**config.mk**
```make
export PLATFORM = sky130hd
export DESIGN_NAME = avalon_operand_writer_flat
export DESIGN_NICKNAME = d
export VERILOG_FILES = /design/src/rtl/avalon_operand_writer_if.sv /design/src/rtl/avalon_operand_writer.sv /design/src/flat_wrapper.sv
export SDC_FILE = /design/constraint.sdc
export NUM_CORES = 1
export LEC_CHECK = 0
export BUFFER_PORTS_ARGS = -buffer_cell sky130_fd_sc_hd__buf_2
export CORE_MARGIN = 2
export CORE_UTILIZATION = 59
export CTS_CLUSTER_DIAMETER = 30
export DETAILED_ROUTE_END_ITERATION = 8
export HOLD_SLACK_MARGIN = 0.06
export PLACE_DENSITY = 0.8
export REMOVE_ABC_BUFFERS = 1
export SLEW_MARGIN = 20
export SYNTH_ARGS = -nofsm -noshare
export SYNTH_HDL_FRONTEND = slang
export SYNTH_SLANG_ARGS = --single-unit
```
**constraint.sdc**
```tcl
create_clock -name csi_clk -period 3.5 [get_ports csi_clk]
set_input_delay 0.175 -clock csi_clk [delete_from_list [all_inputs] [get_ports csi_clk]]
set_output_delay 0.175 -clock csi_clk [all_outputs]
set_load 0.02 [all_outputs]
```
**src/rtl/avalon_operand_writer_if.sv**
```systemverilog
// Signal bundle for avalon_operand_writer: the producer-side operand stream
// (asi_*) and the Avalon-MM write master (avm_m0_*).
// The master modport is the writer's view. The slave modport is the view of
// whatever surrounds it: the producer and the Avalon slave.
interface avalon_operand_writer_if #(
  parameter int N = 32
);
  logic         asi_valid;
  logic         asi_ready;
  logic [N-1:0] asi_data_a;
  logic [N-1:0] asi_data_b;
  logic [7:0]   avm_m0_address;
  logic         avm_m0_write;
  logic [N-1:0] avm_m0_writedata;
  logic         avm_m0_waitrequest;

  modport master (
    input  asi_valid,
    input  asi_data_a,
    input  asi_data_b,
    input  avm_m0_waitrequest,
    output asi_ready,
    output avm_m0_address,
    output avm_m0_write,
    output avm_m0_writedata
  );

  modport slave (
    output asi_valid,
    output asi_data_a,
    output asi_data_b,
    output avm_m0_waitrequest,
    input  asi_ready,
    input  avm_m0_address,
    input  avm_m0_write,
    input  avm_m0_writedata
  );
endinterface

```
**src/rtl/avalon_operand_writer.sv**
```systemverilog
// avalon_operand_writer: buffers {A,B} operand pairs in a DEPTH-entry FIFO.
// Each pair is replayed as two Avalon-MM writes: A goes to ADDR_A, then B
// goes to ADDR_B. The writer honours avm_m0_waitrequest.
// Optional feature: define AVW_PAIR_COUNT_EN to add the 16-bit coe_pairs
// completed-pair counter port.
module avalon_operand_writer #(
  parameter int         N      = 32,
  parameter int         DEPTH  = 4,
  parameter logic [7:0] ADDR_A = 8'd0,
  parameter logic [7:0] ADDR_B = 8'd1
) (
  input  logic                     csi_clk,
  input  logic                     rsi_srst,
  avalon_operand_writer_if.master  bus
`ifdef AVW_PAIR_COUNT_EN
  ,
  output logic [15:0]              coe_pairs
`endif
);

  localparam int AW = $clog2(DEPTH);

  localparam logic [AW:0]   CNT_ONE  = (AW + 1)'(1);
  localparam logic [AW:0]   CNT_FULL = (AW + 1)'(DEPTH);
  localparam logic [AW-1:0] PTR_ONE  = AW'(1);

  typedef enum logic [1:0] {
    IDLE,
    WR_A,
    WR_B
  } state_t;

  // FIFO storage. Each entry holds one operand pair in two parallel arrays.
  logic [N-1:0]  mem_a [DEPTH];
  logic [N-1:0]  mem_b [DEPTH];
  logic [AW-1:0] wr_ptr;
  logic [AW-1:0] rd_ptr;
  logic [AW:0]   count;

  state_t        state;
  logic          write_q;
  logic [7:0]    addr_q;
  logic [N-1:0]  data_q;

  logic          fifo_full;
  logic          fifo_empty;
  logic          push;
  logic          pop;
  logic [N-1:0]  head_a;
  logic [N-1:0]  head_b;
  logic [N-1:0]  next_a;

  // Readiness comes only from the registered count. Because of this, a full
  // FIFO never accepts a pair on the same edge that it pops one.
  assign fifo_full  = (count == CNT_FULL);
  assign fifo_empty = (count == '0);
  assign push       = bus.asi_valid && !fifo_full;

  // The head pair retires on the edge where its B write completes.
  assign pop        = (state == WR_B) && !bus.avm_m0_waitrequest;

  assign head_a     = mem_a[rd_ptr];
  assign head_b     = mem_b[rd_ptr];
  assign next_a     = mem_a[rd_ptr + PTR_ONE];

  assign bus.asi_ready        = !fifo_full;
  assign bus.avm_m0_write     = write_q;
  assign bus.avm_m0_address   = addr_q;
  assign bus.avm_m0_writedata = data_q;

  // Store accepted pairs; this RAM-style array needs no reset.
  always_ff @(posedge csi_clk) begin
    if (push) begin
      mem_a[wr_ptr] <= bus.asi_data_a;
      mem_b[wr_ptr] <= bus.asi_data_b;
    end
  end

  // FIFO pointers and occupancy. Pointers wrap naturally at DEPTH because
  // DEPTH is a power of 2.
  always_ff @(posedge csi_clk) begin
    if (rsi_srst) begin
      wr_ptr <= '0;
      rd_ptr <= '0;
      count  <= '0;
    end else begin
      if (push) begin
        wr_ptr <= wr_ptr + PTR_ONE;
      end
      if (pop) begin
        rd_ptr <= rd_ptr + PTR_ONE;
      end
      case ({push, pop})
        2'b10:   count <= count + CNT_ONE;
        2'b01:   count <= count - CNT_ONE;
        default: count <= count;
      endcase
    end
  end

  // Write sequencer: every bus output is registered. Address and data stay
  // untouched while the slave stalls.
  always_ff @(posedge csi_clk) begin
    if (rsi_srst) begin
      state   <= IDLE;
      write_q <= 1'b0;
      addr_q  <= '0;
      data_q  <= '0;
    end else begin
      case (state)
        IDLE: begin
          if (!fifo_empty) begin
            state   <= WR_A;
            write_q <= 1'b1;
            addr_q  <= ADDR_A;
            data_q  <= head_a;
          end
        end
        WR_A: begin
          if (!bus.avm_m0_waitrequest) begin
            state  <= WR_B;
            addr_q <= ADDR_B;
            data_q <= head_b;
          end
        end
        WR_B: begin
          if (!bus.avm_m0_waitrequest) begin
            if (count > CNT_ONE) begin
              state  <= WR_A;
              addr_q <= ADDR_A;
              data_q <= next_a;
            end else begin
              state   <= IDLE;
              write_q <= 1'b0;
            end
          end
        end
        default: begin
          state   <= IDLE;
          write_q <= 1'b0;
        end
      endcase
    end
  end

`ifdef AVW_PAIR_COUNT_EN
  // Count completed pairs. The counter wraps from 16'hFFFF back to zero.
  always_ff @(posedge csi_clk) begin
    if (rsi_srst) begin
      coe_pairs <= '0;
    end else if (pop) begin
      coe_pairs <= coe_pairs + 16'd1;
    end
  end
`else
`endif

endmodule

```
**src/flat_wrapper.sv**
```systemverilog
// flat-port wrapper written by rule: the top's interface ports become plain ports
module avalon_operand_writer_flat 
#(
  parameter int         N      = 32,
  parameter int         DEPTH  = 4,
  parameter logic [7:0] ADDR_A = 8'd0,
  parameter logic [7:0] ADDR_B = 8'd1
)
  (csi_clk, rsi_srst, bus_asi_valid, bus_asi_data_a, bus_asi_data_b, bus_avm_m0_waitrequest, bus_asi_ready, bus_avm_m0_address, bus_avm_m0_write, bus_avm_m0_writedata);
  avalon_operand_writer_if #(.N(N)) bus_i ();
  input  logic csi_clk;
  input  logic rsi_srst;
  input wire logic [$bits(bus_i.asi_valid)-1:0] bus_asi_valid;
  input wire logic [$bits(bus_i.asi_data_a)-1:0] bus_asi_data_a;
  input wire logic [$bits(bus_i.asi_data_b)-1:0] bus_asi_data_b;
  input wire logic [$bits(bus_i.avm_m0_waitrequest)-1:0] bus_avm_m0_waitrequest;
  output wire logic [$bits(bus_i.asi_ready)-1:0] bus_asi_ready;
  output wire logic [$bits(bus_i.avm_m0_address)-1:0] bus_avm_m0_address;
  output wire logic [$bits(bus_i.avm_m0_write)-1:0] bus_avm_m0_write;
  output wire logic [$bits(bus_i.avm_m0_writedata)-1:0] bus_avm_m0_writedata;
  assign bus_i.asi_valid = bus_asi_valid;
  assign bus_i.asi_data_a = bus_asi_data_a;
  assign bus_i.asi_data_b = bus_asi_data_b;
  assign bus_i.avm_m0_waitrequest = bus_avm_m0_waitrequest;
  assign bus_asi_ready = bus_i.asi_ready;
  assign bus_avm_m0_address = bus_i.avm_m0_address;
  assign bus_avm_m0_write = bus_i.avm_m0_write;
  assign bus_avm_m0_writedata = bus_i.avm_m0_writedata;
  avalon_operand_writer #(.N(N), .DEPTH(DEPTH), .ADDR_A(ADDR_A), .ADDR_B(ADDR_B)) u_core (.csi_clk(csi_clk), .rsi_srst(rsi_srst), .bus(bus_i));
endmodule
```
# [After elaboration in Yosys (flattened, before gate mapping)]
# Memories as Yosys holds them, arrays and structs flattened. A register that Yosys moved wholly into a read port is not among the register bits.
# Index checks and enable logic that the tools add are counted.
[op_classes] bitwise_logic=1 n_lt_le_gt_ge=1 mux=26 n_eq_ne=10 add_sub_neg=4 n_reduce_logical=11
[op_table] cell="two-way mux 32 bit" n=4
[op_table] cell="case mux 32 bit (3 select lines)" n=1
[op_table] cell="two-way mux 8 bit" n=4
[op_table] cell="case mux 8 bit (3 select lines)" n=1
[op_table] cell="two-way mux 2 bit" n=7
[op_table] cell="inequality test 2 bit, second input constant" n=5
[op_table] cell="two-way mux 1 bit" n=6
[op_table] cell="case mux 2 bit (3 select lines)" n=1
[op_table] cell="case mux 3 bit (2 select lines)" n=1
[op_table] cell="AND reduction 5 bit" n=1
[op_table] cell="adder 2 x 1 -> 2 bit, second input constant" n=2
[op_table] cell="== test 2 x 1 -> 1 bit, second input constant" n=2
[op_table] cell="== test 2 bit, second input constant" n=2
[op_table] cell="AND reduction 4 bit" n=1
[op_table] cell="adder 3 x 1 -> 3 bit, second input constant" n=1
[op_table] cell="== test 3 bit, second input constant" n=1
[op_table] cell="greater-than comparator 3 x 1 -> 1 bit, second input constant" n=1
[op_table] cell="zero test 3 bit" n=1
[op_table] cell="case mux 1 bit (3 select lines)" n=1
[op_table] cell="AND reduction 3 bit" n=1
[op_table] cell="nonzero test 3 bit" n=1
[op_table] cell="subtractor 3 x 1 -> 3 bit, second input constant" n=1
[op_table] cell="logical AND 1 bit" n=2
[op_table] cell="zero test 1 bit" n=2
[op_table] cell="3 further kinds" n=3
[word_totals] memories=2 register_bits=50 ram_bits=256 wordCells=62 inputBits=68 out_inout_bits=42
[mem_list] memory="u_core.mem_a" depth=4 width=32 rd=2 rd_clocked_by_memory_dff=1 wr=1 line="avalon_operand_writer.sv:34" rtl="logic [N-1:0] mem_a [DEPTH];"
[mem_list] memory="u_core.mem_b" depth=4 width=32 rd=1 rd_clocked_by_memory_dff=1 wr=1 line="avalon_operand_writer.sv:35" rtl="logic [N-1:0] mem_b [DEPTH];"

# [Logic depth before layout (Yosys ltp)]
# Gate-level depths: netlist of the first run.
[depth] depth_word=5 mapped_depth=9 ltp_nobuf=8

# [Worst setup path before layout of the first run]
# OpenSTA, ideal clock, no wires.
[synth_timing] kind="reg-to-reg" startpoint="register u_core.count[0]" endpoint="memory u_core.mem_a[1][0], enable pin" arrival_ns=2.623 n_path_buf=0 synth_period_minus_slack_ns=3.052 t_required_ns=3.071 stages_incl_launch_ff=5 setup_ns=0.429 path_slack_ns=0.448 cell_sequence="dfxtp_1 -> inv_1 -> ha_1 -> a21boi_1 -> and2_1"
[synth_via] elab_chain_len=5
[synth_rtl] item="from (decl)" line="avalon_operand_writer.sv:38" rtl="logic [AW:0] count;"
[synth_rtl] item="from (signal assigned)" line="avalon_operand_writer.sv:94" rtl="2'b10: count <= count + CNT_ONE;"
[synth_rtl] item="from (signal assigned)" line="avalon_operand_writer.sv:95" rtl="2'b01: count <= count - CNT_ONE;"
[synth_rtl] item="from (signal assigned)" line="avalon_operand_writer.sv:96" rtl="default: count <= count;"
[synth_rtl] item="== test 3 bit" line="avalon_operand_writer.sv:55" rtl="assign fifo_full = (count == CNT_FULL);"
[synth_rtl] item="zero test 1 bit" line="avalon_operand_writer.sv:57" rtl="assign push = bus.asi_valid && !fifo_full;"
[synth_rtl] item="logical AND 1 bit" line="avalon_operand_writer.sv:57"
[synth_rtl] item="two-way mux 1 bit" line="avalon_operand_writer.sv:73" rtl="if (push) begin"
[synth_rtl] item="two-way mux 1 bit (implied by the code)" line="avalon_operand_writer.sv:74" rtl="mem_a[wr_ptr] <= bus.asi_data_a;"
[synth_rtl] item="to (decl)" line="avalon_operand_writer.sv:34"
# No other way between the ends.

# [Worst setup path in the final report of the first run]
[layout_timing] startpoint="register u_core.state[1]" endpoint="register u_core.data_q[13], in the netlist u_core.bus.avm_m0_writedata[13]"
[layout_via] elab_chain_len=3 word_cells_on_any_way=10 classes_between="eq/ne (6); mux (1); reduce/logical (3)"
[layout_rtl] item="from (decl)" line="avalon_operand_writer.sv:40" rtl="state_t state;"
[layout_rtl] item="from (signal assigned)" line="avalon_operand_writer.sv:105" rtl="state <= IDLE;"
[layout_rtl] item="from (signal assigned)" line="avalon_operand_writer.sv:113" rtl="state <= WR_A;"
[layout_rtl] item="from (signal assigned)" line="avalon_operand_writer.sv:121" rtl="state <= WR_B;"
[layout_rtl] item="== test 2 bit, or another cell as far along" line="avalon_operand_writer.sv:110" rtl="case (state)"
[layout_rtl] item="inequality test 2 bit (no source line) or nonzero test 3 bit (tied branches)"
[layout_rtl] item="AND reduction 5 bit (no source line)"
[layout_rtl] item="to (signal assigned)" line="avalon_operand_writer.sv:131" rtl="data_q <= next_a;"
[layout_rtl] item="to (decl)" line="avalon_operand_writer.sv:43" rtl="logic [N-1:0] data_q;"
# Several ways; a longest one is shown, not always the timed one.
# A chain may end at the register's enable or synchronous reset.

==> results.md, run 1 <==
- Static Leakage: 0.00540 uW
- Clock latency on the worst-skew pair: 0.53 ns
- Path category of the worst min-delay check: primary input to register
- Sink Count: 301
- Crit. End Element: register
- Dpl cells: 1031
- GPL Wtd Cong: 0.773
- Final Hold Fails: 0
- Ys Warns: 0
- Dpl hpwl: 15.1 mm
- Clk_skew: 0.0138 ns
- H-tree depth: 2
- Tmin final: 2.58 ns
- WHS Path Cells: 4
- Filler cells: 1124
- Initial DRC count: 655
- Worst rel slew slack: 0.336
- Via-to-Cell Ratio: 6.26
- Reg2reg path depth: 6
- Final wirelength: 28.9 mm
- Status: finished clean
- Final Setup Violations: 0
- Remaining Overflow, GRT: 0
- Core ar.: 0.0210 mm2
- Crit start category: register
- Synth cell types: 39
- Max-cap violations: 0
- Die height: 150 um
- Area grow syn2layout: 24.9%
- Initial core utilization: 0.600
- CTS tree: built
- TritonRoute pass-1 iters: 5
- Drt drc: 0
- Post-CTS Hold Fix Bufs: 65
- Layout cells sized above 1: 0.309
- Dpl ws: 1.00 ns
- Remaining antenna violation count: 0
- Inserted Clock Buffers: 50
- Clock tree buffer depth: 3
- Critical path type: register to register
- Share of the yosys chip area belonging to registers: 0.681
- Cell Pwr Density: 731 mW/mm2
- Final cell count without fillers: 1191
- Final Cell Area: 0.0158 mm2
- RSZ-0062 raised after global routing: no
- Period utilization: 0.736
- Post-synthesis register bit count: 301
- Worst-path clk slew: 0.05 ns
- Slew Limit Fails: 0
- Die ar.: 0.0226 mm2
- Port bufs: 102
- Syn_area_per_cell: 18.3 um2
- Rows: 53
- Vias: 7451
- CP Data Arrival Time: 3.00 ns
- Fin Setup TNS: 0 ns
- Post-CTS resize count: 0
- Initial antenna violation count: 2
- Gr usage total: 0.262
- Worst Tran Pin Value: 0.996 ns
- Placed instance area: 0.0134 mm2
- Reg2Reg Setup Slack: 0.92 ns
- Cells after synthesis: 689
- Nets: 955
- First-pass GRT wire length: 44.1 mm
- Peak VDD IR: 0.445 mV
- Req. time, crit path: 3.92 ns
- Critical path origin: u_core.state[1]
- CP Max Fanout: 38
- CTS root buffer: clkbuf_16
- Setup ws final: 0.924 ns
- Die X: 150 um
- RR Startpoint: u_core.state[1]
- Io pins: 110
- Vias in the first global route: 7970
- Mapped Area: 0.0126 mm2
- Largest net degree at the start of global routing: 65
- Maximum clock rate: 0.388 GHz
- Reg2reg end: u_core.bus.avm_m0_writedata[13]
- Setup bufs post-CTS: 0
- Avg WL per Cell: 24.3 um
- CP endpoint: u_core.bus.avm_m0_writedata[13]
## area by class of cell
cell class                      instances  area [um2]  share of cell area
Clock buffer                           53        1290              0.0821
Inverter                                9        33.8             0.00214
Timing Repair Buffer                  181        1330              0.0844
Multi-Input combinational cell        330        3700               0.235
Tap cell                              275         344              0.0218
Antenna cell                            2        5.00            0.000318
Sequential cell                       301        8600               0.546
Clock inverter                         40         445              0.0283
## synth_stat cells
cell type,instances,share of area
o221ai_1,32,0.022
inv_1,9,0.0027
buf_1,4,0.0012
mux4_1,4,0.0083
buf_6,4,0.0036
xor2_1,3,0.0021
o21ba_2,1,0.00079
edfxtp_1,256,0.61
o21ai_0,3,0.0012
buf_4,11,0.0065
or3_1,2,0.00099
a211o_1,1,0.00069
o21ai_1,1,0.00040
a21o_1,32,0.019
dfxtp_1,45,0.071
o2111a_1,1,0.00089
clkbuf_1,17,0.0051
and3b_1,1,0.00069
and2_1,4,0.0020
ha_1,14,0.014
nand2_1,5,0.0015
nor2b_1,2,0.00099
a211oi_1,2,0.0012
mux4_2,60,0.11
buf_12,3,0.0048
mux2i_1,67,0.053
nand2b_1,4,0.0020
a21oi_1,4,0.0016
xnor2_1,2,0.0014
a21boi_1,1,0.00060
clkbuf_2,1,0.00040
or2_0,27,0.013
nor2_1,11,0.0033
a2bb2oi_1,1,0.00069
conb_1,1,0.00030
buf_2,15,0.0060
nand3b_1,1,0.00060
a32o_1,32,0.025
or2_2,5,0.0025
## cell usage in the layout, fill, tap and decap left out, types with 4 or more instances in the layout
cell type	count
buf_2	102
mux4_1	4
nand2_1	4
ha_1	12
buf_4	9
dfxtp_1	42
a21oi_1	4
edfxtp_1	256
mux2i_1	67
clkinvlp_4	7
nor2_1	10
inv_6	6
and2_4	4
clkinv_1	5
mux4_2	60
o221ai_1	32
a32o_1	32
dlygate4sd3_1	65
conb_1	7
or2_2	5
inv_1	9
a21o_1	32
or2_0	27
buf_12	5
bufinv_16	8
clkinv_2	11
clkbuf_16	51
## worst max-delay path, cell delays in order (launching register included)
cell and delay, ns:
dfxtp_1 0.41, inv_1 0.12, ha_2 0.71, buf_4 0.47, o221ai_1 0.24, a21o_1 0.23
a32o_1 0.23
## layer usage
layer	global-route usage	up-vias	part of all wire
met1	0.336	3802	0.39
met5	0	-	0
met4	0.0962	0	0.021
li1	-	3208	-
met3	0.0585	62	0.075
met2	0.443	379	0.52
## per-stage QoR
step | power, uW | hold WS [ns] | utilization
floorplan | 5790 | 0.244 | -
global placement | 6380 | 0.385 | 0.635
detailed placement | 6490 | 0.390 | 0.635
CTS | 11500 | 0.0641 | 0.749
global route | 11900 | 0.0979 | 0.749
finish | 11500 | 0.0843 | 0.749
## registers in the layout, summed over array words and instances (netlist names), named ones only
signal                       flops
u_core.mem_a                   128
u_core.mem_b                   128
u_core.count                     3
u_core.state                     2
u_core.bus.avm_m0_address        1
u_core.bus.avm_m0_write          1
u_core.bus.avm_m0_writedata     32
u_core.rd_ptr                    2
u_core.wr_ptr                    2
## cell families after synthesis
logic type | count (synthesis) | share of synthesized area
AOI/OAI and AO/OA | 111 | 0.0747
xor gates and xnor gates | 5 | 0.00347
DFF | 301 | 0.681
buffers and inverters | 64 | 0.0302
and+or+nand+nor | 62 | 0.0279
other | 1 | 0.000297
adders and majority gates | 14 | 0.0139
muxes | 131 | 0.169
## how the worst min path moves through the flow
stage / start / end / slack [ns]
2_1_floorplan: rsi_srst / u_core.count[2] / 0.24
6_report: bus_avm_m0_waitrequest / u_core.state[1] / 0.08
5_1_grt: bus_avm_m0_waitrequest / u_core.state[1] / 0.1
3_3_place_gp: bus_asi_data_b[15] / u_core.mem_b[3][15] / 0.39
3_5_place_dp: bus_asi_data_b[24] / u_core.mem_b[2][24] / 0.39
4_1_cts: bus_avm_m0_waitrequest / u_core.state[1] / 0.06
## power breakdown
group	internal [uW]	switching, uW	total [uW]
registers	4210	181	4390
clock network	3280	1690	4970
logic	923	1230	2150
total	8410	3100	11500
(Power assumes the default switching activity.)
==> run 2, diff against run 1 <==
- clock period: 3.5 -> 2.57 ns (I/O delays scaled with it)
==> run 2 against run 1 <==
Sequential share of layout area is 1.2 points lower. Via count is 2.5% higher. Design area is 2.3% higher. Total power is 42% higher. Setup slack worse by 0.74 ns. Combinational power is 44% higher. Clock skew is 0.0022 ns higher. Wire length is 3.5% higher.
==> results.md, run 2 (synthesis gave the netlist of run 1 again) <==
- Fin Setup TNS: 0 ns
- Max-cap violations: 0
- Core Util, Final: 0.766
- CTS root buffer: clkbuf_16
- Remaining Overflow, GRT: 0
- Area grow syn2layout: 27.7%
- Via-to-Cell Ratio: 6.32
- CP Data Arrival Time: 2.86 ns
- Die X: 150 um
- Slew Limit Fails: 0
- Status: finished clean
- CP delay by family, top: simple AND/OR/NAND/NOR gates
- Met2 Routed Length: 15.4 mm
- Io pins: 110
- Die height: 150 um
- Maximum clock rate: 0.419 GHz
- Final cell count without fillers: 1208
- Register area: 0.00860 mm2
- Vias in the first global route: 8219
- Dpl cells: 1044
- CP Max Fanout: 32
- Setup ws final: 0.185 ns
- Met1 WL: 11.2 mm
- Static Leakage: 0.00556 uW
- Core ar.: 0.0210 mm2
- Area occupied by multi-input gates: 0.00370 mm2
- Rows: 53
- DR top layer: met4
- Commonest cells after routing, fill and taps aside: edfxtp_1 (256), buf_2 (102), mux2i_1 (67), dlygate4sd3_1 (66), mux4_2 (60)
- Worst-path clk slew: 0.05 ns
- CTS tree: built
- Filler cells: 1088
- Cell Pwr Density: 1010 mW/mm2
- Clock latency on the worst-skew pair: 0.56 ns
- Initial core utilization: 0.600
- Remaining antenna violation count: 0
- Die ar.: 0.0226 mm2
- Crit start category: register
- Inserted Clock Buffers: 52
- TritonRoute pass-1 iters: 5
- Initial antenna violation count: 0
- Gr usage total: 0.270
- Worst rel slew slack: 0.266
- Setup bufs post-CTS: 0
- Period utilization: 0.928
- Port bufs: 102
- Drt drc: 0
- Crit. End Element: register
- Dpl hpwl: 16.2 mm
- H-tree depth: 2
- Layout cells sized above 1: 0.319
- Worst Tran Pin Value: 1.10 ns
- Req. time, crit path: 3.05 ns
- Largest net degree at the start of global routing: 44
- Crit path largest cell delay: 0.84 ns
- Critical path's slowest cell: nor2_4
- Vias: 7637
- Critical path type: register to register
- Sink Count: 301
- Dpl ws: 0.251 ns
- Number of diodes: 0
- Path category of the worst min-delay check: primary input to register
- Final Setup Violations: 0
- Post-CTS resize count: 0
- CP Buf/Inv Count: 1
- Avg WL per Cell: 24.8 um
- Tmin final: 2.38 ns
- Met3 wire length: 2.33 mm
- Final Hold Fails: 0
- Most common cell after layout, fill and taps aside: edfxtp_1
- Worst-path cell chain: inv_1 > ha_1 > nand2b_1 > o2111a_1 > nor2_4 > a32o_1
- Final wirelength: 30.0 mm
- Nets: 971
- Initial DRC count: 515
- RSZ-0062 raised after global routing: no
- Clock tree buffer depth: 3
- Clk_skew: 0.0160 ns
- GPL Wtd Cong: 0.783
- Peak VDD IR: 0.743 mV
- First-pass GRT wire length: 44.9 mm
- Hold WS: 0.223 ns
[run 2: worst register-to-register path, stage by stage, from the launching register on]
cell and delay (ns):
dfxtp_1 0.35, inv_1 0.11, ha_1 0.35, nand2b_1 0.09
o2111a_1 0.31, nor2_4 0.84, a32o_1 0.27
[run 2: layout make-up]
class,count,share of cell area
inverters,9,0.00210
well taps,275,0.0214
repair buffers,195,0.0954
flip-flops and latches,301,0.534
clock buffers,62,0.0850
clock inverters,36,0.0327
multi-input cells,330,0.230
[run 2: path summary, 6_finish.rpt]
kind                              startpoint                         endpoint  slack (ns)  cells after the start
min reg2reg  u_core.bus.avm_m0_writedata[17]  u_core.bus.avm_m0_writedata[17]        0.46                      1
max reg2reg                  u_core.state[0]  u_core.bus.avm_m0_writedata[18]        0.19                      6
min                            bus_asi_valid                 u_core.wr_ptr[0]        0.22                      5
max                          u_core.state[0]  u_core.bus.avm_m0_writedata[18]        0.19                      6
[run 2: power by group]
part / internal (uW) / leakage, uW / switching, uW
clock: 4860 / 0.000898 / 2400
sequential: 5730 / 0.00272 / 234
combinational: 1340 / 0.00194 / 1750
total: 11900 / 0.00556 / 4380
[run 2: metrics by stage]
stage               total power (uW)  instance area, um2
finish                         16300               16100
detailed placement              8950               13600
global route                   16800               16100
floorplan                       7880               12300
CTS                            16300               16100
global placement                8790               13600
[run 2: routing by layer]
| metal | track usage | up-vias |
|---|---|---|
| met5 | 0 | - |
| met4 | 0.124 | 0 |
| met3 | 0.0591 | 87 |
| met2 | 0.456 | 423 |
| met1 | 0.337 | 3885 |
| li1 | - | 3242 |
[run 2: timing repair]
item                                    in CTS  in global routing
endpoints found under the hold margin      268                  0
hold buffers                                66                  0
endpoints found under the setup margin       0                  0
